### config.mk
export PLATFORM = sky130hd
export DESIGN_NAME = fpu_exe_stage
export DESIGN_NICKNAME = d
export VERILOG_FILES = /design/src/rtl/fpu_pkg.sv /design/src/rtl/fpu_mant_div.sv /design/src/rtl/fpu_exe_stage.sv
export SDC_FILE = /design/constraint.sdc
export NUM_CORES = 2
export LEC_CHECK = 0
export CAP_MARGIN = 20
export CORE_ASPECT_RATIO = 0.8
export CORE_MARGIN = 2
export CORE_UTILIZATION = 52
export DETAILED_ROUTE_END_ITERATION = 10
export PLACE_DENSITY = 0.71
export SYNTH_ARGS = -nofsm -noshare
export SYNTH_HDL_FRONTEND = slang
export SYNTH_SLANG_ARGS = --single-unit
### constraint.sdc
create_clock -name clk -period 40 [get_ports clk]
set_input_delay 8 -clock clk [delete_from_list [all_inputs] [get_ports clk]]
set_output_delay 8 -clock clk [all_outputs]
set_load 0.03 [all_outputs]
### src/rtl/fpu_pkg.sv
// fpu_pkg: shared op/flag encodings, FSM states and operand classification
// for the FPU execute stage.
package fpu_pkg;
   localparam int OP_ADD = 0;
   localparam int OP_SUB = 1;
   localparam int OP_MUL = 2;
   localparam int OP_DIV = 3;
   localparam int FLG_INV = 0;
   localparam int FLG_DZ  = 1;
   localparam int FLG_OF  = 2;
   localparam int FLG_UF  = 3;

   typedef enum logic [1:0] {IDLE, EXEC, DIV, HOLD} state_t;
   typedef enum logic [1:0] {CLS_ZERO, CLS_INF, CLS_NAN, CLS_NORM} cls_t;

   // Canonical quiet NaN, right-aligned in 64 bits; callers keep the low W bits.
   function automatic logic [63:0] qnan(input int exp_w, input int man_w);
      return (((64'd1 << exp_w) - 64'd1) << man_w) | (64'd1 << (man_w - 1));
   endfunction

   // Denormals classify as zero, so they are flushed everywhere downstream.
   function automatic cls_t classify(input logic e_all1, input logic e_zero, input logic m_zero);
      return e_all1 ? (m_zero ? CLS_INF : CLS_NAN) : e_zero ? CLS_ZERO : CLS_NORM;
   endfunction
endpackage

### src/rtl/fpu_mant_div.sv
// fpu_mant_div: restoring divider for normalised mantissas, one quotient bit
// per cycle, N+1 quotient bits with the integer bit first.
module fpu_mant_div #(
   parameter int N = 24
) (
   input  logic         clk,
   input  logic         rst_n,
   input  logic         start,
   input  logic [N-1:0] num,
   input  logic [N-1:0] den,
   output logic         done,
   output logic [N:0]   quo
);
   localparam int CW = $clog2(N + 2);
   logic [N:0]    r_rem;
   logic [N-1:0]  r_den;
   logic [N:0]    r_quo;
   logic [CW-1:0] r_cnt;
   logic          r_run;
   logic [N+1:0]  w_diff;
   logic          w_bit;
   assign w_diff = {1'b0, r_rem} - {2'b0, r_den};
   assign w_bit  = ~w_diff[N+1];
   assign done   = r_run && r_cnt == '0;
   assign quo    = r_quo;
   always_ff @(posedge clk) begin
      if (!rst_n) begin
         r_rem <= '0;
         r_den <= '0;
         r_quo <= '0;
         r_cnt <= '0;
         r_run <= 1'b0;
      end else if (start) begin
         r_rem <= {1'b0, num};
         r_den <= den;
         r_quo <= '0;
         r_cnt <= CW'(N + 1);
         r_run <= 1'b1;
      end else if (r_cnt != '0) begin
         r_rem <= {w_bit ? N'(w_diff) : r_rem[N-1:0], 1'b0};
         r_quo <= {r_quo[N-1:0], w_bit};
         r_cnt <= r_cnt - 1'b1;
      end else begin
         r_run <= 1'b0;
      end
   end
endmodule

### src/rtl/fpu_exe_stage.sv
// fpu_exe_stage: FPU execute stage; add/sub/mul in one cycle, div through an
// iterative mantissa divider, results held until downstream accepts.
module fpu_exe_stage
   import fpu_pkg::*;
#(
   parameter int EXP_W = 8,
   parameter int MAN_W = 23
) (
   input  logic                     clk,
   input  logic                     rst_n,
   input  logic                     in_valid,
   output logic                     in_ready,
   input  logic [3:0]               op,
   input  logic [EXP_W+MAN_W:0]     a,
   input  logic [EXP_W+MAN_W:0]     b,
   output logic                     out_valid,
   input  logic                     out_ready,
   output logic [EXP_W+MAN_W:0]     result,
   output logic [3:0]               flags,
   output logic                     busy
);
   localparam int W    = 1 + EXP_W + MAN_W;
   localparam int E    = MAN_W + 4;
   localparam int BIAS = 2 ** (EXP_W - 1) - 1;
   localparam int EMAX = 2 ** EXP_W - 1;
   localparam logic [63:0]  QN64    = qnan(EXP_W, MAN_W);
   localparam logic [W-1:0] QNAN    = QN64[W-1:0];
   localparam logic [W-2:0] INF_MAG = {{EXP_W{1'b1}}, {MAN_W{1'b0}}};

   state_t             r_state;
   logic [W-1:0]       r_a, r_b, r_res;
   logic [3:0]         r_op, r_flg;
   logic               r_valid;
   logic               w_accept, w_div_start, w_div_done, w_legal, w_nan;
   logic [MAN_W+1:0]   w_quo;
   logic [EXP_W-1:0]   w_ea, w_eb, w_be, w_se, w_d;
   logic [MAN_W:0]     w_ma, w_mb, w_bm, w_sm;
   logic               w_sa, w_sbe, w_sx, w_swap, w_bs, w_ss, w_stk;
   cls_t               w_ca, w_cb;
   logic [E-1:0]       w_bx, w_sxx, w_sh, w_norm;
   logic [E:0]         w_sum;
   int                 w_lz, w_pe, w_qe;
   logic [2*MAN_W+1:0] w_prod;
   logic [MAN_W-1:0]   w_pm, w_qm;
   logic [W-1:0]       w_res;
   logic [3:0]         w_flg;

   assign w_accept    = in_valid && in_ready;
   assign w_div_start = w_accept && op == 4'b1000;
   assign in_ready    = rst_n && r_state == IDLE;
   assign busy        = r_state != IDLE;
   assign out_valid   = r_valid;
   assign result      = r_res;
   assign flags       = r_flg;

   fpu_mant_div #(.N(MAN_W + 1)) u_div (
      .clk   (clk),
      .rst_n (rst_n),
      .start (w_div_start),
      .num   ({1'b1, a[MAN_W-1:0]}),
      .den   ({1'b1, b[MAN_W-1:0]}),
      .done  (w_div_done),
      .quo   (w_quo)
   );

   assign w_ea  = r_a[W-2 -: EXP_W];
   assign w_eb  = r_b[W-2 -: EXP_W];
   assign w_ca  = classify(&w_ea, ~|w_ea, ~|r_a[MAN_W-1:0]);
   assign w_cb  = classify(&w_eb, ~|w_eb, ~|r_b[MAN_W-1:0]);
   assign w_ma  = w_ca == CLS_NORM ? {1'b1, r_a[MAN_W-1:0]} : '0;
   assign w_mb  = w_cb == CLS_NORM ? {1'b1, r_b[MAN_W-1:0]} : '0;
   assign w_sa  = r_a[W-1];
   assign w_sbe = r_b[W-1] ^ r_op[OP_SUB];
   assign w_sx  = r_a[W-1] ^ r_b[W-1];
   assign w_legal = $onehot(r_op);
   assign w_nan   = w_ca == CLS_NAN || w_cb == CLS_NAN;

   // Add/sub: align the smaller magnitude with 3 guard bits; the sticky bit is
   // subtracted so that effective subtraction still truncates toward zero.
   assign w_swap = {w_eb, w_mb} > {w_ea, w_ma};
   assign w_be   = w_swap ? w_eb : w_ea;
   assign w_se   = w_swap ? w_ea : w_eb;
   assign w_bm   = w_swap ? w_mb : w_ma;
   assign w_sm   = w_swap ? w_ma : w_mb;
   assign w_bs   = w_swap ? w_sbe : w_sa;
   assign w_ss   = w_swap ? w_sa : w_sbe;
   assign w_d    = w_be - w_se;
   assign w_bx   = {w_bm, 3'b0};
   assign w_sxx  = {w_sm, 3'b0};
   assign w_sh   = int'(w_d) >= E ? '0 : w_sxx >> w_d;
   assign w_stk  = int'(w_d) >= E ? |w_sm : (w_sh << w_d) != w_sxx;
   assign w_sum  = (w_bs ^ w_ss) ? {1'b0, w_bx} - {1'b0, w_sh} - {{E{1'b0}}, w_stk}
                                 : {1'b0, w_bx} + {1'b0, w_sh};
   assign w_norm = w_sum[E-1:0] << w_lz;

   always_comb begin
      w_lz = E;
      for (int i = 0; i < E; i++) if (w_sum[i]) w_lz = E - 1 - i;
   end

   assign w_prod = {{(MAN_W+1){1'b0}}, w_ma} * {{(MAN_W+1){1'b0}}, w_mb};
   assign w_pe   = int'(w_ea) + int'(w_eb) - BIAS + int'(w_prod[2*MAN_W+1]);
   assign w_pm   = w_prod[2*MAN_W+1] ? MAN_W'(w_prod >> (MAN_W + 1)) : MAN_W'(w_prod >> MAN_W);
   assign w_qe   = int'(w_ea) - int'(w_eb) + BIAS - 1 + int'(w_quo[MAN_W+1]);
   assign w_qm   = w_quo[MAN_W+1] ? MAN_W'(w_quo >> 1) : MAN_W'(w_quo);

   function automatic logic [W+3:0] pack(input logic s, input int e, input logic [MAN_W-1:0] m);
      return e >= EMAX ? {4'b0100, s, INF_MAG} : e <= 0 ? {4'b1000, s, {(W-1){1'b0}}}
                       : {4'b0000, s, EXP_W'(e), m};
   endfunction

   always_comb begin
      w_flg = 4'b0001;
      w_res = QNAN;
      if (w_legal && w_nan)
         w_flg = '0;
      else if (w_legal && r_op[OP_MUL]) begin
         if (!((w_ca == CLS_ZERO && w_cb == CLS_INF) || (w_ca == CLS_INF && w_cb == CLS_ZERO)))
            {w_flg, w_res} = (w_ca == CLS_INF || w_cb == CLS_INF) ? {4'b0, w_sx, INF_MAG}
                           : (w_ca == CLS_ZERO || w_cb == CLS_ZERO) ? {4'b0, w_sx, {(W-1){1'b0}}}
                           : pack(w_sx, w_pe, w_pm);
      end else if (w_legal && r_op[OP_DIV]) begin
         if (!(w_ca == w_cb && w_ca != CLS_NORM))
            {w_flg, w_res} = w_ca == CLS_INF ? {4'b0, w_sx, INF_MAG}
                           : w_cb == CLS_INF ? {4'b0, w_sx, {(W-1){1'b0}}}
                           : w_cb == CLS_ZERO ? {4'b0010, w_sx, INF_MAG}
                           : w_ca == CLS_ZERO ? {4'b0, w_sx, {(W-1){1'b0}}}
                           : pack(w_sx, w_qe, w_qm);
      end else if (w_legal) begin
         if (!(w_ca == CLS_INF && w_cb == CLS_INF && w_sa != w_sbe))
            {w_flg, w_res} = w_ca == CLS_INF ? {4'b0, w_sa, INF_MAG}
                           : w_cb == CLS_INF ? {4'b0, w_sbe, INF_MAG}
                           : w_sum == '0 ? {(W+4){1'b0}}
                           : w_sum[E] ? pack(w_bs, int'(w_be) + 1, MAN_W'(w_sum >> 4))
                           : pack(w_bs, int'(w_be) - w_lz, MAN_W'(w_norm >> 3));
      end
   end

   always_ff @(posedge clk) begin
      if (!rst_n) begin
         r_state <= IDLE;
         r_valid <= 1'b0;
         r_res   <= '0;
         r_flg   <= '0;
         r_a     <= '0;
         r_b     <= '0;
         r_op    <= '0;
      end else begin
         case (r_state)
            IDLE: if (w_accept) begin
               r_a     <= a;
               r_b     <= b;
               r_op    <= op;
               r_state <= w_div_start ? DIV : EXEC;
            end
            EXEC: begin
               r_res   <= w_res;
               r_flg   <= w_flg;
               r_valid <= 1'b1;
               r_state <= HOLD;
            end
            DIV: if (w_div_done) begin
               r_res   <= w_res;
               r_flg   <= w_flg;
               r_valid <= 1'b1;
               r_state <= HOLD;
            end
            HOLD: if (out_ready) begin
               r_valid <= 1'b0;
               r_state <= IDLE;
            end
            default: r_state <= IDLE;
         endcase
      end
   end
endmodule

==> results_dict.tcl <==
set metrics [dict create \
    outcome "finished, final reports clean" \
    dr.pass1.iters 8 \
    cts_tree "done" \
    timing.fmax_mhz 50.49 \
    place_ws_ns 20.94 \
    seq_area_frac_synth_pct 9.286 \
    routedWlPerCell_um 25.04 \
    routabilityCongestion 1.076 \
    clk_pin_slew_ns 0.10 \
    htreeDepth 4 \
    finalSetupViolCount 0 \
    yosys_register_bits 187 \
    core_area_mm2 0.07697 \
    postRouteAntennaNets 0 \
    async_flop_share_pct 0 \
    hold_path.class "flop to flop" \
    grtUsageTotal_pct 38.85 \
    ys_warn_count 0 \
    postLayoutSetupSlackWorst_ns 20.19 \
    drive_above_1_share_pct 5.727 \
    vias 38798 \
    drc 0 \
    dp_hpwl_um 123100 \
    crit_arrival_ns 20.22 \
    crit_start "r_a[25]" \
    cts_setup_buffers 0 \
    die-area_mm2 0.07979 \
    grt_max_degree 93 \
    clk-insertion-delay-late_ns 0.48 \
    chipHeight_um 253.0 \
    path_max_fanout 58 \
    port_buffers 110 \
    final.setup.tns_ns 0 \
    grt_pass1_wl_um 232600 \
    post-place-cells 6139 \
    stdcell_count 6178 \
    clockBufferDepth 2 \
    rr_startpoint "r_a[25]" \
    netlist_top_cells_area "fa_1, ha_1, dfxtp_1" \
    synth_nets 6094 \
    setup.worst_path.start_class "flop" \
    ios 111 \
    initial_core_util_pct 52.38 \
    routed_wl_um 154700 \
    critPathRequiredTime_ns 40.41 \
    grt_overflow 0 \
    max_cap_violations 0 \
    num_rows 91 \
    slew_viol_final 0 \
    hold_buffers 0 \
    yosys.cell_types.count 111 \
    syn_area_mm2 0.04031 \
    grt_pass1_vias 36619 \
    slowest_delay_ns 0.91 \
    die_w_um 315.3 \
    cts_sinks 187 \
    crit_type "flop to flop" \
    skew_ns 0.02411 \
    ctsRootBufferMaster "clkbuf_16" \
    fin_nets 6066 \
    ys.flop_type "dfxtp_1" \
    slew_headroom_pct 12.53 \
    finalCritPeriodShare_pct 49.52 \
    worstMarginPinSlew_ns 1.294 \
    vias_per_cell 6.280 \
    finalHoldViolations 0 \
    synthCells 5166 \
    antenna_found_initial 8 \
    min_from "result[8]" \
    min_period_ns 19.81 \
    crit_path_top_delay_cell "nor3_1" \
    synth_edf_count 0 \
    post_cts_resized 0 \
    cp-end-kind "flop" \
    yosys.area.top_type "fa_1" \
    synth_top_area_share_pct 24.18 \
    cts_buffers 17 \
    first_iter_violations 5275 \
    syn_avg_cell_area_um2 7.804 \
    syn_to_final_growth_pct 7.101 \
    rsz0062_at_grt "false" \
]
==> kinds of logic after synthesis <==
kind of cell               after synthesis  synth area share [%]
xor gates and xnor gates                98                 2.129
adders and majority gates              856                 35.64
and+or+nand+nor                       1708                 19.41
muxes                                  212                 6.390
DFF                                    187                 9.286
buffers and inverters                 1064                 10.18
AOI/OAI and AO/OA                     1041                 16.97
==> state kept, by name (all words and copies together), names as in the netlist <==
name	cells
u_div.r_den	24
result	32
r_b	32
r_a	32
r_state	2
out_valid	1
u_div.r_rem	25
flags	4
u_div.quo	25
u_div.r_cnt	5
u_div.r_run	1
r_op	4
==> metrics by stage <==
stage                     hold WS, ns  area [um^2]  utilization (%)
after floorplan                0.4435        40310                -
after global placement         0.4263        42540            55.27
after detailed placement       0.4489        42540            55.27
after CTS                      0.4604        43150            56.06
after global routing           0.4854        43170            56.09
final                          0.4552        43180            56.10
==> synth_stat cells, types with 25 or more instances <==
| cell | instances |
|---|---|
| a21oi_1 | 234 |
| nor4_1 | 26 |
| and3_1 | 128 |
| nand3_1 | 75 |
| fa_1 | 487 |
| nor3_1 | 99 |
| inv_1 | 775 |
| mux2i_1 | 155 |
| nor2_1 | 261 |
| clkbuf_1 | 228 |
| nand4_1 | 25 |
| nand2_1 | 857 |
| o211ai_1 | 38 |
| o31ai_1 | 31 |
| a21boi_0 | 49 |
| a21o_1 | 32 |
| mux4_2 | 29 |
| ha_1 | 369 |
| a31oi_1 | 28 |
| nor2b_1 | 39 |
| xnor2_1 | 63 |
| xor2_1 | 35 |
| o21ai_0 | 311 |
| a211oi_1 | 44 |
| and2_1 | 89 |
| dfxtp_1 | 187 |
==> critical path: cells and delay by family, from the launching register on <==
family / cells / cell delay, ns
adder cells (fa/ha/maj): 7 / 1.94
buffers and inverters: 8 / 2.24
AO/OA/AOI/OAI: 34 / 8.53
AND/OR/NAND/NOR: 22 / 6.42
flip-flops: 1 / 0.49
==> metal layers <==
layer | vias up | track usage [%] | wire length (um)
li1 | 17151 | - | -
met2 | 2524 | 53.21 | 60400
met4 | 8 | 12.82 | 6154
met1 | 18754 | 55.73 | 65020
met5 | - | 0 | 45
met3 | 361 | 14.59 | 23100
==> path summary, 6_finish.rpt <==
check / to / slack (ns) / cells after the start
worst max-delay path: result[19] / 20.19 / 71
worst min register to register: result[8] / 0.46 / 2
worst min-delay path: result[8] / 0.46 / 2
worst max register to register: result[19] / 20.19 / 71
==> layout make-up <==
class | count | area, um^2
diodes | 4 | 10.01
clock buffers | 18 | 439.2
clock inverters | 14 | 163.9
fillers | 7295 | 33790
inverters | 781 | 2932
multi-input cells | 3915 | 32570
flip-flops and latches | 187 | 3744
well taps | 1023 | 1280
repair buffers | 236 | 2043
==> layout by cell type, fill, tap and decap left out, types with 22 or more instances in the layout <==
cell type and instances:
dfxtp_1 187, a21o_1 32, ha_1 367, nand2b_1 23, mux2i_1 155, nor2b_1 39
and3_1 127, o22ai_1 23, nand2_1 857, buf_4 124, a21oi_1 234, nand4_1 25
a31oi_1 28, xor2_1 35, clkdlybuf4s50_1 109, mux4_2 29, nand3_1 75, o211ai_1 38
and2_1 88, nor3_1 99, o21a_1 22, mux2_2 24, o31ai_1 31, a211oi_1 44
a21boi_0 49, nor4_1 26, fa_1 487, o21ai_0 310, nor2_1 253, inv_1 774
xnor2_1 58
Power is not shown: default switching activity piles up to over one toggle a cycle in this logic, so the estimate is an artifact.
